$ cat src/rtl/tpu_quant_pkg.sv
// -----------------------------------------------------------------------------
// tpu_quant_pkg
// Shared definitions for the quantised datapath.
//   ACC_W      : default accumulator / input data width.
//   ZP_W       : default zero-point width.
//   SAT_W      : width of the working value accepted by sat_signed.
//   sat_signed : width-generic signed clamp. The caller sign-extends its value
//                to SAT_W bits and names the target width (1..SAT_W-1).
//                Returns {saturated_flag, clamped_value[SAT_W-1:0]}; the low
//                out_w bits of the clamped value are the narrowed result.
// -----------------------------------------------------------------------------
package tpu_quant_pkg;

  localparam int ACC_W = 32;
  localparam int ZP_W  = 32;
  localparam int SAT_W = 64;

  function automatic logic [SAT_W:0] sat_signed(
    input logic signed [SAT_W-1:0] val,
    input int                      out_w
  );
    logic signed [SAT_W-1:0] one_v;
    logic signed [SAT_W-1:0] max_v;
    logic signed [SAT_W-1:0] min_v;
    logic        [SAT_W:0]   res_v;
    one_v = {{(SAT_W-1){1'b0}}, 1'b1};
    max_v = (one_v <<< (out_w - 1)) - one_v;
    // In two's complement, -max-1 is simply the bitwise complement of max.
    min_v = ~max_v;
    if (val > max_v) begin
      res_v = {1'b1, max_v};
    end else if (val < min_v) begin
      res_v = {1'b1, min_v};
    end else begin
      res_v = {1'b0, val};
    end
    return res_v;
  endfunction

endpackage

$ cat src/rtl/zp_skid_buf.sv
// -----------------------------------------------------------------------------
// zp_skid_buf
// Generic 2-entry valid/ready skid buffer: an output register plus one skid
// register. in_ready_o is a pure register (high iff fewer than two entries are
// held after the current cycle), so no combinational path runs from
// out_ready_i to in_ready_o. Order is preserved; nothing is dropped or
// duplicated. in_ready_o resets low and rises on the first clock after reset.
// Ports:
//   clk_i, rst_ni          clock, asynchronous active-low reset
//   in_valid_i/in_ready_o  upstream handshake
//   in_data_i  [W]         upstream payload
//   out_valid_o/out_ready_i downstream handshake
//   out_data_o [W]         downstream payload (registered)
// -----------------------------------------------------------------------------
module zp_skid_buf #(
  parameter int W = 8
) (
  input  logic         clk_i,
  input  logic         rst_ni,
  input  logic         in_valid_i,
  output logic         in_ready_o,
  input  logic [W-1:0] in_data_i,
  output logic         out_valid_o,
  input  logic         out_ready_i,
  output logic [W-1:0] out_data_o
);

  logic         out_valid_r;
  logic [W-1:0] out_data_r;
  logic         skid_valid_r;
  logic [W-1:0] skid_data_r;
  logic         ready_r;

  logic         push_s;
  logic         pop_s;
  logic         out_valid_n_s;
  logic [W-1:0] out_data_n_s;
  logic         skid_valid_n_s;
  logic [W-1:0] skid_data_n_s;

  assign push_s = in_valid_i && ready_r;
  assign pop_s  = out_valid_r && out_ready_i;

  // Next-state of both slots; the output slot is refilled from skid first.
  always_comb begin
    out_valid_n_s  = out_valid_r;
    out_data_n_s   = out_data_r;
    skid_valid_n_s = skid_valid_r;
    skid_data_n_s  = skid_data_r;
    if (!out_valid_r || pop_s) begin
      if (skid_valid_r) begin
        // Buffer was full, so no push can coincide with this promotion.
        out_valid_n_s  = 1'b1;
        out_data_n_s   = skid_data_r;
        skid_valid_n_s = 1'b0;
      end else if (push_s) begin
        out_valid_n_s  = 1'b1;
        out_data_n_s   = in_data_i;
      end else begin
        out_valid_n_s  = 1'b0;
      end
    end else begin
      if (push_s) begin
        skid_valid_n_s = 1'b1;
        skid_data_n_s  = in_data_i;
      end else begin
        skid_valid_n_s = skid_valid_r;
      end
    end
  end

  // Slot registers and the registered ready flag.
  always_ff @(posedge clk_i or negedge rst_ni) begin
    if (!rst_ni) begin
      out_valid_r  <= 1'b0;
      out_data_r   <= {W{1'b0}};
      skid_valid_r <= 1'b0;
      skid_data_r  <= {W{1'b0}};
      ready_r      <= 1'b0;
    end else begin
      out_valid_r  <= out_valid_n_s;
      out_data_r   <= out_data_n_s;
      skid_valid_r <= skid_valid_n_s;
      skid_data_r  <= skid_data_n_s;
      ready_r      <= !(out_valid_n_s && skid_valid_n_s);
    end
  end

  assign in_ready_o  = ready_r;
  assign out_valid_o = out_valid_r;
  assign out_data_o  = out_data_r;

endmodule

$ cat src/rtl/zp_sub_array.sv
// -----------------------------------------------------------------------------
// zp_sub_array
// Multi-lane zero-point subtraction: out[k] = in[k] - zp[k], each lane with its
// own zero-point register loaded through a lane-addressed write port. Results
// pass through a 2-entry skid buffer so in_ready_o has no combinational path
// from in_valid_i or out_ready_i.
// Build option: define ZP_SUB_SAT_EN to clamp out-of-range results to the
// OUT_W signed range and flag them in out_sat_o; otherwise results wrap to the
// low OUT_W bits and out_sat_o is constant zero.
// Ports:
//   clk_i, rst_ni            clock, asynchronous active-low reset
//   zp_we_i, zp_lane_i, zp_i zero-point write (lanes >= LANES ignored)
//   zp_clr_i                 clear all loaded flags (values retained)
//   zp_ready_o               registered "all lanes loaded"
//   in_valid_i/in_ready_o    input handshake, in_data_i lane k at [k*IN_W +: IN_W]
//   out_valid_o/out_ready_i  output handshake
//   out_data_o               results, lane k at [k*OUT_W +: OUT_W]
//   out_sat_o                per-lane saturation flags aligned with out_data_o
// -----------------------------------------------------------------------------
module zp_sub_array #(
  parameter  int LANES  = 8,
  parameter  int IN_W   = tpu_quant_pkg::ACC_W,
  parameter  int ZP_W   = tpu_quant_pkg::ZP_W,
  parameter  int OUT_W  = 32,
  localparam int LANE_W = (LANES > 1) ? $clog2(LANES) : 1
) (
  input  logic                   clk_i,
  input  logic                   rst_ni,
  input  logic                   zp_we_i,
  input  logic [LANE_W-1:0]      zp_lane_i,
  input  logic [ZP_W-1:0]        zp_i,
  input  logic                   zp_clr_i,
  output logic                   zp_ready_o,
  input  logic                   in_valid_i,
  output logic                   in_ready_o,
  input  logic [LANES*IN_W-1:0]  in_data_i,
  output logic                   out_valid_o,
  input  logic                   out_ready_i,
  output logic [LANES*OUT_W-1:0] out_data_o,
  output logic [LANES-1:0]       out_sat_o
);

  import tpu_quant_pkg::*;

  localparam int PAY_W = LANES * (OUT_W + 1);

  logic [ZP_W-1:0]        zp_q_r [LANES];
  logic [LANES-1:0]       loaded_r;
  logic                   zp_ready_r;

  logic [LANES-1:0]       we_onehot_s;
  logic [LANES-1:0]       eff_loaded_s;
  logic                   all_loaded_s;
  logic [LANES*OUT_W-1:0] res_data_s;
  logic [LANES-1:0]       res_sat_s;
  logic                   skid_in_valid_s;
  logic                   skid_ready_s;
  logic [PAY_W-1:0]       skid_out_s;

  // Lane decode; an address with no matching lane produces no strobe.
  always_comb begin
    we_onehot_s = {LANES{1'b0}};
    for (int k = 0; k < LANES; k++) begin
      if (zp_we_i && (zp_lane_i == LANE_W'(k))) begin
        we_onehot_s[k] = 1'b1;
      end else begin
        we_onehot_s[k] = 1'b0;
      end
    end
  end

  // Loaded mask as it will stand after this cycle: clear first, then write.
  always_comb begin
    if (zp_clr_i) begin
      eff_loaded_s = we_onehot_s;
    end else begin
      eff_loaded_s = loaded_r | we_onehot_s;
    end
  end

  assign all_loaded_s = &eff_loaded_s;

  // Zero-point file, loaded mask and the registered all-loaded status.
  always_ff @(posedge clk_i or negedge rst_ni) begin
    if (!rst_ni) begin
      for (int k = 0; k < LANES; k++) begin
        zp_q_r[k] <= {ZP_W{1'b0}};
      end
      loaded_r   <= {LANES{1'b0}};
      zp_ready_r <= 1'b0;
    end else begin
      for (int k = 0; k < LANES; k++) begin
        if (we_onehot_s[k]) begin
          zp_q_r[k] <= zp_i;
        end else begin
          zp_q_r[k] <= zp_q_r[k];
        end
      end
      loaded_r   <= eff_loaded_s;
      zp_ready_r <= all_loaded_s;
    end
  end

  for (genvar k = 0; k < LANES; k++) begin : g_lane
    logic [ZP_W-1:0]   zp_eff_s;
    logic signed [IN_W:0] diff_s;

    // A write in the same cycle as an acceptance is used by that vector.
    always_comb begin
      if (we_onehot_s[k]) begin
        zp_eff_s = zp_i;
      end else begin
        zp_eff_s = zp_q_r[k];
      end
    end

    // One extra bit of headroom keeps the difference exact.
    assign diff_s = (IN_W+1)'($signed(in_data_i[k*IN_W +: IN_W]))
                  - (IN_W+1)'($signed(zp_eff_s));

`ifdef ZP_SUB_SAT_EN
    logic [SAT_W:0] sat_res_s;
    logic           unused_sat_s;
    assign sat_res_s                     = sat_signed(SAT_W'(diff_s), OUT_W);
    assign res_data_s[k*OUT_W +: OUT_W]  = sat_res_s[OUT_W-1:0];
    assign res_sat_s[k]                  = sat_res_s[SAT_W];
    assign unused_sat_s                  = ^sat_res_s;
`else
    logic unused_diff_s;
    assign res_data_s[k*OUT_W +: OUT_W]  = diff_s[OUT_W-1:0];
    assign res_sat_s[k]                  = 1'b0;
    assign unused_diff_s                 = ^diff_s;
`endif
  end

  // Inputs stall until every lane holds a valid zero-point.
  assign skid_in_valid_s = in_valid_i && all_loaded_s;
  assign in_ready_o      = skid_ready_s && all_loaded_s;

  zp_skid_buf #(
    .W (PAY_W)
  ) u_skid (
    .clk_i       (clk_i),
    .rst_ni      (rst_ni),
    .in_valid_i  (skid_in_valid_s),
    .in_ready_o  (skid_ready_s),
    .in_data_i   ({res_sat_s, res_data_s}),
    .out_valid_o (out_valid_o),
    .out_ready_i (out_ready_i),
    .out_data_o  (skid_out_s)
  );

  assign out_data_o = skid_out_s[LANES*OUT_W-1:0];
  assign out_sat_o  = skid_out_s[PAY_W-1 -: LANES];
  assign zp_ready_o = zp_ready_r;

endmodule
$ cat config.mk
export PLATFORM = sky130hd
export DESIGN_NAME = zp_sub_array
export DESIGN_NICKNAME = d
export VERILOG_FILES = /design/src/rtl/tpu_quant_pkg.sv /design/src/rtl/zp_skid_buf.sv /design/src/rtl/zp_sub_array.sv
export SDC_FILE = /design/constraint.sdc
export NUM_CORES = 2
export LEC_CHECK = 0
export ABC_CLOCK_PERIOD_IN_PS = 5110
export CORE_ASPECT_RATIO = 1.75
export CORE_MARGIN = 1.5
export CORE_UTILIZATION = 45
export DETAILED_ROUTE_END_ITERATION = 8
export PLACE_DENSITY = 0.67
export SLEW_MARGIN = 5
export SYNTH_ARGS = -nofsm -noshare
export SYNTH_HDL_FRONTEND = slang
export SYNTH_SLANG_ARGS = --single-unit
$ cat constraint.sdc
create_clock -name clk_i -period 5.11 [get_ports clk_i]
set_input_delay 1.533 -clock clk_i [delete_from_list [all_inputs] [get_ports clk_i]]
set_output_delay 1.533 -clock clk_i [all_outputs]
set_load 0.02 [all_outputs]
==> flow_summary.toml <==
[routing]
drt-initial-drc-count = 2171
ant_nets = 0
vias_per_cell = 5.356
vias = 40895
drt-total-wl_um = 159500
wl_per_cell_um = 20.89
drt_first_pass_iters = 8
drcViolationCount = 0

[timing]
whs_ns = 0.4721
finalCritPeriodShare = 1.025
grt_setup_unrepaired = "yes"
slew_headroom = 0.3384
finClkSkew_ns = 0.02754
max_freq_mhz = 191.0
layout_min_cycle_time_ns = 5.236
finalMaxSlewViolations = 0
postLayoutSetupSlackWorst_ns = -0.1263
setup_viol_count_final = 21
hold_viol = 0
worst_pin_slew_ns = 0.9925

[pwr]
p_int_w = 0.01509
p_comb_frac = 0.428
ir_worst_vdd_uv = 298.1
p_leak_nw = 30.37
clockPowerShare = 0.275
power_density_nw_per_um2 = 357.8
seq_power_share = 0.297
swShare = 0.3408
p_switching_w = 0.007802

[worst_setup_path]
path_max_fanout = 5
setup.worst_path.start_class = "input pin"
worstSetupPathType = "input pin to flop"
worstRegToRegCells = 22
required_ns = 5.68
endpoint_kind = "flop"
crit_arrival_ns = 5.80
setup.worst_path.start = "zp_lane_i[0]"
cp-endpoint = "u_skid.out_data_o[29]"
rr_endpoint = "u_skid.out_data_o[214]"
r2r_slack_ns = 1.08
reg2reg_from = "zp_q_r[32]"

[global_route]
grt_overflow = 0
grt_antenna_before_repair = 30
grt_usage = 0.3139
grt_pass1_wl_um = 235700
grt_max_degree = 184
grt_pass1_vias = 40833

[synth]
syn_inst = 4850
synth_ff_type = "dfrtp_1"
ys_seq_area_frac = 0.4444
synth_top_cell_by_area = "dfrtp_1"
synthArstFlopShare = 1.000
synth.area.top_cells = "dfrtp_1 44%, o21ai_0 6.6%, mux2i_1 5.6%"
synth.distinct_cells = 86
synthTopCellsByCount = "780 x dfrtp_1, 627 x nand2_1, 583 x o21ai_0, 411 x a21oi_1, 331 x nor2_1"
synth_edf_count = 0
synth_area_um2 = 43930
ys_ff_latch = 780
avgSynthCellArea_um2 = 9.057
yosysTopAreaCellShare = 0.4444
yosys_warnings = 0
yosysMostFrequentCell = "dfrtp_1"

[cells_and_area]
instances_no_fill = 7636
layout.nets = 6699
area_delta_synth_final_pct = 45.70
fillCellCount = 7918
drive_above_1_share = 0.2591
design_area_um2 = 64000
final_core_util = 0.6616

[cts]
cts_tree = "yes"
clk_pin_slew_worst_paths_ns = 0.07
ctsHtreeMaxLevel = 3
clockBufferDepth = 3
ctsHoldBuffers = 0
clock-sinks = 780
root_buffer = "clkbuf_16"
numCtsBuffers = 78
clk_latency_ns = 0.69

[floorplanning]
fp.coreArea_um2 = 96730
fp.dieH_um = 416.3
design.die.area_um2 = 99570
die_x_um = 239.2
io-pin-count = 564
start_util = 0.4541
rows = 151

[status]
violations = "setup timing"
outcome = "finished, violations left"

[placed_design]
globalplace.congestion = 0.9472
port_buffers = 555
dp.cells = 7352
dp_slack_ns = -1.333
dpl-instance-area_um2 = 58180
dp_hpwl_um = 120100

[job]
max-cap-violations = 0

[worst_hold_path]
min-delay-path-class = "flop to flop"
-- layout by cell type (no fill, tap or decap), types with 112 or more instances in the layout --
master           netlist  layout
xnor2_1              231     212
buf_4                 12     912
clkdlybuf4s50_1        0     531
o21ai_0              583     461
inv_1                326     318
nor2_1               331     323
mux2i_1              245     206
a21oi_1              411     358
xor2_1               122     112
nand2_1              627     612
dfrtp_1              780     779
-- how the worst min path moves through the flow --
stage	startpoint	to	slack, ns	cells past startpoint
floorplan	zp_q_r[152]	zp_q_r[152]	0.44	2
global placement	u_skid.skid_data_r[24]	u_skid.skid_data_r[24]	0.45	2
detailed placement	zp_q_r[56]	zp_q_r[56]	0.46	2
CTS	zp_q_r[56]	zp_q_r[56]	0.48	2
global route	u_skid.out_data_o[243]	u_skid.out_data_o[243]	0.49	2
finish	zp_q_r[56]	zp_q_r[56]	0.47	2
-- metrics by stage --
| step | TNS (ns) | total power, W |
|---|---|---|
| finish | -1.079 | 0.02290 |
| global route | -9.906 | 0.02413 |
| CTS | -0.5659 | 0.02220 |
| detailed placement | -233.09 | 0.01558 |
| global placement | -209.56 | 0.01544 |
| floorplan | -38.76 | 0.01179 |
-- final cells by class --
cell class                      instances  area (µm²)  area share
Clock inverter                         39       503.0    0.007859
Sequential cell                       780       19520      0.3050
Multi-Input combinational cell       3502       24830      0.3879
Antenna cell                           15       37.54   0.0005865
Tap cell                             1300        1627     0.02541
Timing Repair Buffer                 1570       14000      0.2188
Clock buffer                          104        2253     0.03521
Inverter                              326        1226     0.01916
-- state kept, by name (all words and copies together) (netlist names) --
| name | flops |
|---|---|
| loaded_r | 8 |
| u_skid.out_valid_o | 1 |
| u_skid.skid_valid_r | 1 |
| zp_ready_o | 1 |
| zp_q_r | 256 |
| u_skid.out_data_o | 256 |
| u_skid.skid_data_r | 256 |
| u_skid.in_ready_o | 1 |
-- layer usage --
layer | vias to the layer above | routed length, µm | part of all wire | GRT usage
met5 | - | 171 | 0.0011 | 0
met4 | 26 | 8897 | 0.056 | 0.1661
met3 | 357 | 10110 | 0.063 | 0.05540
met2 | 1192 | 77200 | 0.48 | 0.5318
met1 | 19864 | 63130 | 0.40 | 0.3780
li1 | 19456 | - | - | -
-- kinds of logic after synthesis --
family / Yosys count / synth area share
buffers and inverters: 575 / 0.05042
and+or+nand+nor: 1253 / 0.1233
xor gates and xnor gates: 358 / 0.07298
other: 1 / 0.00008537
AOI/OAI and AO/OA: 1346 / 0.1748
muxes: 314 / 0.07357
adders and majority gates: 223 / 0.06056
DFF: 780 / 0.4444
-- worst max-delay path, stage by stage --
cell and delay, ns:
buf_6 0.09, buf_6 0.11, buf_6 0.11, nor4b_4 0.25, buf_6 0.15, buf_12 0.15
mux2i_4 0.32, ha_4 0.26, a21oi_4 0.16, a21bo_4 0.16, a21oi_4 0.07, a31oi_1 0.14
a31o_2 0.22, nor2_2 0.04, a221o_1 0.36, a31o_2 0.22, maj3_2 0.34, buf_4 0.16
a21oi_4 0.19, o311ai_4 0.12, xnor2_2 0.21, nor2_1 0.07, a211oi_2 0.26, nor2_1 0.06
-- what timing repair did --
action	CTS	global route
setup endpoints to repair	169	141
endpoints found under the hold margin	0	0
gates resized for setup	110	307
gates cloned	1	0
buffers inserted	52	85
pin swaps	67	229
-- power by group through the flow --
stage	Clock [W]	Sequential (W)	Combinational [W]
2_1_floorplan	0	0.00683	0.00496
3_3_place_gp	0	0.00686	0.00858
3_5_place_dp	0	0.00688	0.00870
4_1_cts	0.00641	0.00677	0.00902
5_1_grt	0.00662	0.00683	0.0107
6_report	0.00630	0.00679	0.00980
No activity file was read; power rests on OpenSTA's default activity.
